===== src/rtl/wb_reg_arbiter.sv =====
// wb_reg_arbiter: round-robin two-master Wishbone arbiter for the register block slave port,
// grant locked per master cycle, with a watchdog that force-terminates unacknowledged accesses.
module wb_reg_arbiter #(
    parameter int                   ADDRWIDTH     = 7,
    parameter int                   DATAWIDTH     = 32,
    parameter int                   TIMEOUT_CNT   = 15,
    parameter logic [DATAWIDTH-1:0] TIMEOUT_VALUE = 32'hBADFABAC
) (
    input  logic                 WBs_CLK_i,
    input  logic                 WBs_RST_n_i,
    input  logic [ADDRWIDTH-1:0] m0_ADR_i,
    input  logic                 m0_CYC_i,
    input  logic                 m0_STB_i,
    input  logic                 m0_WE_i,
    input  logic [3:0]           m0_BYTE_STB_i,
    input  logic [DATAWIDTH-1:0] m0_DAT_i,
    output logic [DATAWIDTH-1:0] m0_DAT_o,
    output logic                 m0_ACK_o,
    input  logic [ADDRWIDTH-1:0] m1_ADR_i,
    input  logic                 m1_CYC_i,
    input  logic                 m1_STB_i,
    input  logic                 m1_WE_i,
    input  logic [3:0]           m1_BYTE_STB_i,
    input  logic [DATAWIDTH-1:0] m1_DAT_i,
    output logic [DATAWIDTH-1:0] m1_DAT_o,
    output logic                 m1_ACK_o,
    output logic [ADDRWIDTH-1:0] s_ADR_o,
    output logic                 s_CYC_o,
    output logic                 s_STB_o,
    output logic                 s_WE_o,
    output logic [3:0]           s_BYTE_STB_o,
    output logic [DATAWIDTH-1:0] s_DAT_o,
    input  logic [DATAWIDTH-1:0] s_DAT_i,
    input  logic                 s_ACK_i,
    output logic [1:0]           grant_o,
    output logic                 timeout_o
);
    typedef enum logic [1:0] {IDLE, OWN0, OWN1} state_t;

    state_t     state_q, state_d;
    logic       last_q, last_d;
    logic [7:0] cnt_q, cnt_d;
    logic       req0, req1, own0, own1, own_stb, forced_ack;

    assign req0 = m0_CYC_i & m0_STB_i;
    assign req1 = m1_CYC_i & m1_STB_i;
    assign own0 = state_q == OWN0;
    assign own1 = state_q == OWN1;
    assign own_stb = own0 ? m0_STB_i : own1 & m1_STB_i;
    // A real ACK in the threshold cycle suppresses the forced termination
    assign forced_ack = own_stb & ~s_ACK_i & (cnt_q == 8'(TIMEOUT_CNT));

    always_comb begin
        state_d = state_q;
        last_d  = last_q;
        case (state_q)
            IDLE: begin
                if (req0 & (~req1 | last_q))
                    state_d = OWN0;
                else if (req1)
                    state_d = OWN1;
            end
            OWN0: begin
                if (!m0_CYC_i) begin
                    state_d = IDLE;
                    last_d  = 1'b0;
                end
            end
            OWN1: begin
                if (!m1_CYC_i) begin
                    state_d = IDLE;
                    last_d  = 1'b1;
                end
            end
            default: state_d = IDLE;
        endcase
        cnt_d = (state_q == IDLE || s_ACK_i || forced_ack) ? 8'd0 :
                own_stb ? cnt_q + 8'd1 : cnt_q;
    end

    always_ff @(posedge WBs_CLK_i or negedge WBs_RST_n_i) begin
        if (!WBs_RST_n_i) begin
            state_q <= IDLE;
            last_q  <= 1'b1;
            cnt_q   <= 8'd0;
        end else begin
            state_q <= state_d;
            last_q  <= last_d;
            cnt_q   <= cnt_d;
        end
    end

    assign s_ADR_o      = own0 ? m0_ADR_i      : own1 ? m1_ADR_i      : '0;
    assign s_CYC_o      = own0 ? m0_CYC_i      : own1 & m1_CYC_i;
    assign s_STB_o      = own_stb & ~forced_ack;
    assign s_WE_o       = own0 ? m0_WE_i       : own1 & m1_WE_i;
    assign s_BYTE_STB_o = own0 ? m0_BYTE_STB_i : own1 ? m1_BYTE_STB_i : 4'd0;
    assign s_DAT_o      = own0 ? m0_DAT_i      : own1 ? m1_DAT_i      : '0;

    assign m0_ACK_o  = own0 & (s_ACK_i | forced_ack);
    assign m1_ACK_o  = own1 & (s_ACK_i | forced_ack);
    assign m0_DAT_o  = (own0 & forced_ack) ? TIMEOUT_VALUE : s_DAT_i;
    assign m1_DAT_o  = (own1 & forced_ack) ? TIMEOUT_VALUE : s_DAT_i;
    assign grant_o   = {own1, own0};
    assign timeout_o = forced_ack;
endmodule


===== config.mk =====
export PLATFORM = sky130hd
export DESIGN_NAME = wb_reg_arbiter
export DESIGN_NICKNAME = d
export VERILOG_FILES = /design/src/rtl/wb_reg_arbiter.sv
export SDC_FILE = /design/constraint.sdc
export NUM_CORES = 1
export LEC_CHECK = 0
export ABC_AREA = 1
export ABC_CLOCK_PERIOD_IN_PS = 3400
export BUFFER_PORTS_ARGS = -buffer_cell sky130_fd_sc_hd__buf_4
export CAP_MARGIN = 20
export CORE_AREA = 2 2 93 95
export DETAILED_ROUTE_END_ITERATION = 10
export DIE_AREA = 0 0 95 97
export PLACE_DENSITY_LB_ADDON = 0.25
export SLEW_MARGIN = 15
export SYNTH_ARGS = -nofsm -noshare
export SYNTH_HDL_FRONTEND = slang
export SYNTH_SLANG_ARGS = --single-unit

===== constraint.sdc =====
create_clock -name WBs_CLK_i -period 3.4 [get_ports WBs_CLK_i]
set_clock_uncertainty 0.05 [all_clocks]
set_input_delay 0 -clock WBs_CLK_i [delete_from_list [all_inputs] [get_ports WBs_CLK_i]]
set_output_delay 0 -clock WBs_CLK_i [all_outputs]
set_load 0.1 [all_outputs]

# Yosys cells after proc, flatten, opt, wreduce, memory -nomap -nowiden
# Cells that the tools add are included.
# classes
add_sub_neg	1
n_eq_ne	6
muxes	21
n_bitwise	18
reduce_logical	7
# op_table
cell	n
32-bit two-way mux	4
8-bit two-way mux	2
7-bit two-way mux	2
1-bit AND	13
8-bit by 1-bit adder with 8-bit output (second input constant)	1
8-bit by 4-bit equality test with 1-bit output (second input constant)	1
2-bit two-way mux	4
4-bit two-way mux	2
2-bit one-hot mux with 3 select lines	1
3-bit AND reduction	2
1-bit two-way mux	5
2-bit inequality test (second input constant)	2
2-bit nonzero test	2
3-bit inequality test (second input constant)	1
1-bit inverter	3
2-bit by 1-bit equality test with 1-bit output (second input constant)	1
2-bit equality test (second input constant)	1
2-bit logical NOT	1
1-bit logical OR	2
1-bit bitwise OR	2
1-bit one-hot mux with 2 select lines	1
# totals
reg_bits	11
out_inout_bits	115

# Longest topological paths before layout
# logic_depth
depth_word	7
depth_mapped	9
depth_no_buf	8

# Worst setup path after synthesis
# No wires, ideal clock.
# synth_path
path_type	register -> output
startpoint	register state_q[1]
endpoint	output timeout_o
t_arrival_ns	3.705
path_slack_ns	-0.355
stages_incl_launch_ff	7
n_path_buf	1
path_cell_list	dfrtp_1 inv_2 nand3_1 nand2_1 buf_2 nand2_1 nor4_1
# synth_via
elab_chain_len	5
elab_cells_between_ends	6
classes_between	eq/ne (2); mux (1); bitwise (3)
# synth_lines
item	line	text
from (decl)	40	state_t state_q, state_d;
from (signal assigned)	87	state_q <= state_d;
2-bit equality test	48	assign own1 = state_q == OWN1;
1-bit AND	49	assign own_stb = own0 ? m0_STB_i : own1 & m1_STB_i;
1-bit two-way mux *	49	
1-bit AND * (2 in a row)	51	assign forced_ack = own_stb & ~s_ACK_i & (cnt_q == 8'(TIMEOUT_CNT));
to (decl)	36	output logic timeout_o
# Mark *: on every way between the ends. The rest lies on a longest branch, timed or not.

# Worst setup path in the final report
# layout_path
startpoint	register state_q[0]
endpoint	output m0_DAT_o[9]
# layout_via
elab_chain_len	7
elab_cells_between_ends	8
classes_between	eq/ne (2); mux (2); bitwise (4)
# layout_lines
item	line	text
2-bit equality test	48	
1-bit AND	49	
1-bit two-way mux	49	
1-bit AND (2 in a row)	51	
1-bit AND *	102	assign m0_DAT_o = (own0 & forced_ack) ? TIMEOUT_VALUE : s_DAT_i;
32-bit two-way mux *	102	
to (decl)	17	output logic [DATAWIDTH-1:0] m0_DAT_o,
# Marks and branches as above.

==> impl_table.tex <==
\begin{tabular}{lr}
\hline
Metric & Value \\
\hline
\multicolumn{2}{l}{\textbf{Drt}} \\
Vias per cell & about 4.3 \\
DRT Wirelength & 9.33 mm \\
Starting DRT DRC Count & between 60 and 70 \\
Remaining DRCs & 0 \\
Post-route ant nets & 0 \\
Number of vias after detailed routing & approximately 2.6k \\
Average wire length per cell after detail routing & $\sim$15 µm \\
DRT Pass-1 Iters & 4 \\
\multicolumn{2}{l}{\textbf{Worst setup path}} \\
Critical path peak fanout & 32 \\
Arrival time of data at the critical path endpoint & around 2.4 ns \\
Element type at the critical path end & output port \\
Worst Path Class, Setup & flop to output port \\
Required time of the critical path & around 3.4 ns \\
FF-to-FF path depth & 7 \\
Kind of start point of the critical path & flop \\
Setup slack of the most critical reg-to-reg path & $\sim$1.7 ns \\
\multicolumn{2}{l}{\textbf{Synth}} \\
Post-synth net total & 400 \\
Post-Syn Instances & 272 \\
Number of warning messages in the yosys log & 0 \\
Cell Area, Synth & about 0.0016 mm² \\
Proportion of netlist area held by the largest area contributor & a little under a quarter \\
Post-synthesis cell type count & 25 \\
Avg Cell Area, Syn & $\sim$6 µm² \\
Post-synthesis register bit count & 11 \\
Top cells by area in the synthesized netlist & a22o\_1 24\%, nand2\_1 20\%, dfrtp\_1 15\% \\
Post-synthesis sequential area ratio & between 10\% and 20\% \\
Cell type contributing the most total cell area after synthesis & a22o\_1 \\
\multicolumn{2}{l}{\textbf{Pwr}} \\
Fraction of power consumed by sequential logic & 5.5\% \\
Power density cells & approximately 900 mW/mm² \\
Sw Pwr & 2.38 mW \\
Power share of the clock group & $\sim$4.1\% \\
Comb pwr share & 90.4\% \\
Internal & 0.825 mW \\
Peak supply drop & between 0.0007 and 0.0008 V \\
Post-layout power & 3.20 mW \\
Switching part of the total power & 74.2\% \\
Static leakage & between 2 and 2.5 nW \\
\multicolumn{2}{l}{\textbf{GRT}} \\
First-pass GRT wire length & 13.5 mm \\
Total congestion overflow after global routing & 0 \\
Number of antenna violations at the first check in global routing & 0 \\
Vias in the first global route & approximately 2.5k \\
Total track usage & about a fifth \\
Maximum number of pins on one net before global-route repair & 48 \\
\multicolumn{2}{l}{\textbf{Layout}} \\
Share of post-route cells with drive strength above 1 & approximately 50\% \\
Cell area after layout & between 0.003 and 0.004 mm² \\
Area Growth Syn to Fin & 117\% \\
Number of diodes & 0 \\
NumNets Final & around 630 \\
Final-layout fill cell count & 824 \\
\multicolumn{2}{l}{\textbf{STA}} \\
Total negative slack & 0 ns \\
RSZ-0062 raised after global routing & false \\
Worst Max-Slew Pin Slew & 0.602 ns \\
Max transition margin & between 50\% and 60\% \\
Portion of the clock cycle consumed by the worst path in the final layout & a little over 70\% \\
Highest Clock Rate & 408 MHz \\
Final max-slew violation count & 0 \\
Final Hold Viols & 0 \\
Period minus WS final & 2.45 ns \\
Final-report setup violation count & 0 \\
\multicolumn{2}{l}{\textbf{Flow run}} \\
Number of violations of the max-capacitance limit & 0 \\
\multicolumn{2}{l}{\textbf{Place}} \\
DP Area & approximately 0.0035 mm² \\
Number of buffer cells added on primary ports & approximately 240 \\
GP Congestion & approximately 0.83 \\
Detailed placer's ending HPWL & 7.81 mm \\
\multicolumn{2}{l}{\textbf{Clock tree}} \\
CTS sink count & 11 \\
Root buf cell & clkbuf\_8 \\
CTS hold repair buffers & 3 \\
Buffer depth of the longest clock path & 2 \\
Count of cells resized by post-cts repair & 0 \\
TritonCTS clock tree & yes \\
Post-CTS Setup Bufs & 0 \\
Clock-pin slew on the worst setup and hold paths & about 0.050 ns \\
TritonCTS Buffers & 3 \\
Source-to-sink clock delay at the later pin of the worst-skew pair & 0.24 ns \\
Total number of H-tree levels & 1 \\
\multicolumn{2}{l}{\textbf{Floorplan}} \\
Std-Cell Rows & 33 \\
Vertical extent of the die & about 97 µm \\
Starting utilization of the core area & between 20\% and 30\% \\
Chip width & between 90 and 100 µm \\
Core Region & slightly above 0.008 mm² \\
Ports & 242 \\
Die footprint & a little over 0.009 mm² \\
\multicolumn{2}{l}{\textbf{Hold path}} \\
Hold path depth & 4 \\
Path type of the worst min-delay path & input pin to flop \\
\multicolumn{2}{l}{\textbf{Run status}} \\
Run status & complete, no violations \\
\hline
\end{tabular}
-- metal layers --
layer  global-route usage (%)  vias up  share of wire, %
li1                         -     1322                 -
met1                     21.0     1179                38
met2                     31.0      125                46
met3                     11.3       10                15
met4                     4.57        0               1.6
met5                        0        -                 0
-- cells in the final DEF (no fill, tap or decap), types with 2 or more instances in the layout --
| cell | count |
|---|---|
| buf_4 | 243 |
| nand2_1 | 89 |
| inv_1 | 55 |
| a22o_1 | 44 |
| nor2_1 | 20 |
| dfrtp_1 | 10 |
| nand3_1 | 9 |
| nor2_4 | 3 |
| nand2_2 | 3 |
| xor2_1 | 3 |
| o21ai_0 | 3 |
| clkbuf_8 | 3 |
| dlygate4sd3_1 | 3 |
| nand4_1 | 2 |
| a21oi_1 | 2 |
-- synthesized netlist by cell type --
| cell type | number |
|---|---|
| nor2_2 | 1 |
| nor2_4 | 1 |
| nand4_1 | 2 |
| nand2_2 | 3 |
| a21oi_1 | 2 |
| dfrtp_1 | 10 |
| nor3_1 | 1 |
| dfstp_2 | 1 |
| nand3_2 | 1 |
| nand3_1 | 9 |
| nor4_1 | 1 |
| nor3b_1 | 1 |
| inv_2 | 1 |
| xor2_1 | 3 |
| buf_6 | 6 |
| inv_1 | 55 |
| buf_4 | 4 |
| o211ai_1 | 1 |
| buf_2 | 9 |
| o21ai_0 | 3 |
| nand2_1 | 89 |
| o31ai_1 | 1 |
| a22o_1 | 44 |
| ha_1 | 1 |
| nor2_1 | 22 |
-- logic make-up (layout without fill, tap and decap cells) --
group | count (synthesis) | in the layout | share of synthesized area [%]
compound gates | 51 | 51 | 26.1
simple gates | 131 | 131 | 33.0
fa+ha+maj | 1 | 1 | 0.766
flops | 11 | 11 | 16.9
buf+inv | 75 | 306 | 21.6
xor+xnor | 3 | 3 | 1.61
-- worst max-delay path, stage by stage, from the launching register on --
cell and delay (ns):
dfrtp_1 0.44, inv_1 0.14, nand3_1 0.08, nand2_1 0.30, nand2_1 0.16, nor2_4 0.17
nand2_2 0.36, nand2_1 0.18, buf_4 0.30
-- registers in the layout, indices dropped and copies added, names as in the netlist --
| name | count |
|---|---|
| last_q | 1 |
| cnt_q | 8 |
| state_q | 2 |
-- layout make-up --
| class | count | area, µm² | share of cell area [%] |
|---|---|---|---|
| clock buffers | 4 | 45.0 | 1.27 |
| inverters | 56 | 210 | 5.93 |
| multi-input cells | 186 | 1020 | 28.9 |
| flip-flops and latches | 11 | 277 | 7.81 |
| well taps | 105 | 131 | 3.71 |
| repair buffers | 246 | 1850 | 52.3 |
-- path summary, 6_finish.rpt --
kind | start | end
worst max-delay path | state_q[0] | m0_DAT_o[9]
worst min-delay path | s_ACK_i | cnt_q[7]
worst max register to register | state_q[0] | state_q[1]
worst min register to register | last_q | last_q
max in group asynchronous | WBs_RST_n_i | last_q
min in group asynchronous | WBs_RST_n_i | cnt_q[1]
-- stage by stage --
step	setup slack, ns	utilization, %	hold WS (ns)	instances
floorplan	0.826	-	-0.346	272
global placement	1.27	42.6	-0.207	601
detailed placement	1.18	42.6	-0.203	601
CTS	0.920	43.5	0.0285	608
global route	0.716	43.5	0.0700	608
finish	0.950	43.5	0.0357	608
-- power by group through the flow --
stage | combinational (mW) | sequential [mW] | clock (mW)
2_1_floorplan | 2.28 | 0.167 | 0
3_3_place_gp | 2.88 | 0.173 | 0
3_5_place_dp | 2.89 | 0.176 | 0
4_1_cts | 2.90 | 0.174 | 0.137
5_1_grt | 2.99 | 0.177 | 0.143
6_report | 2.89 | 0.175 | 0.132
Power figures use the tool's default switching activity.
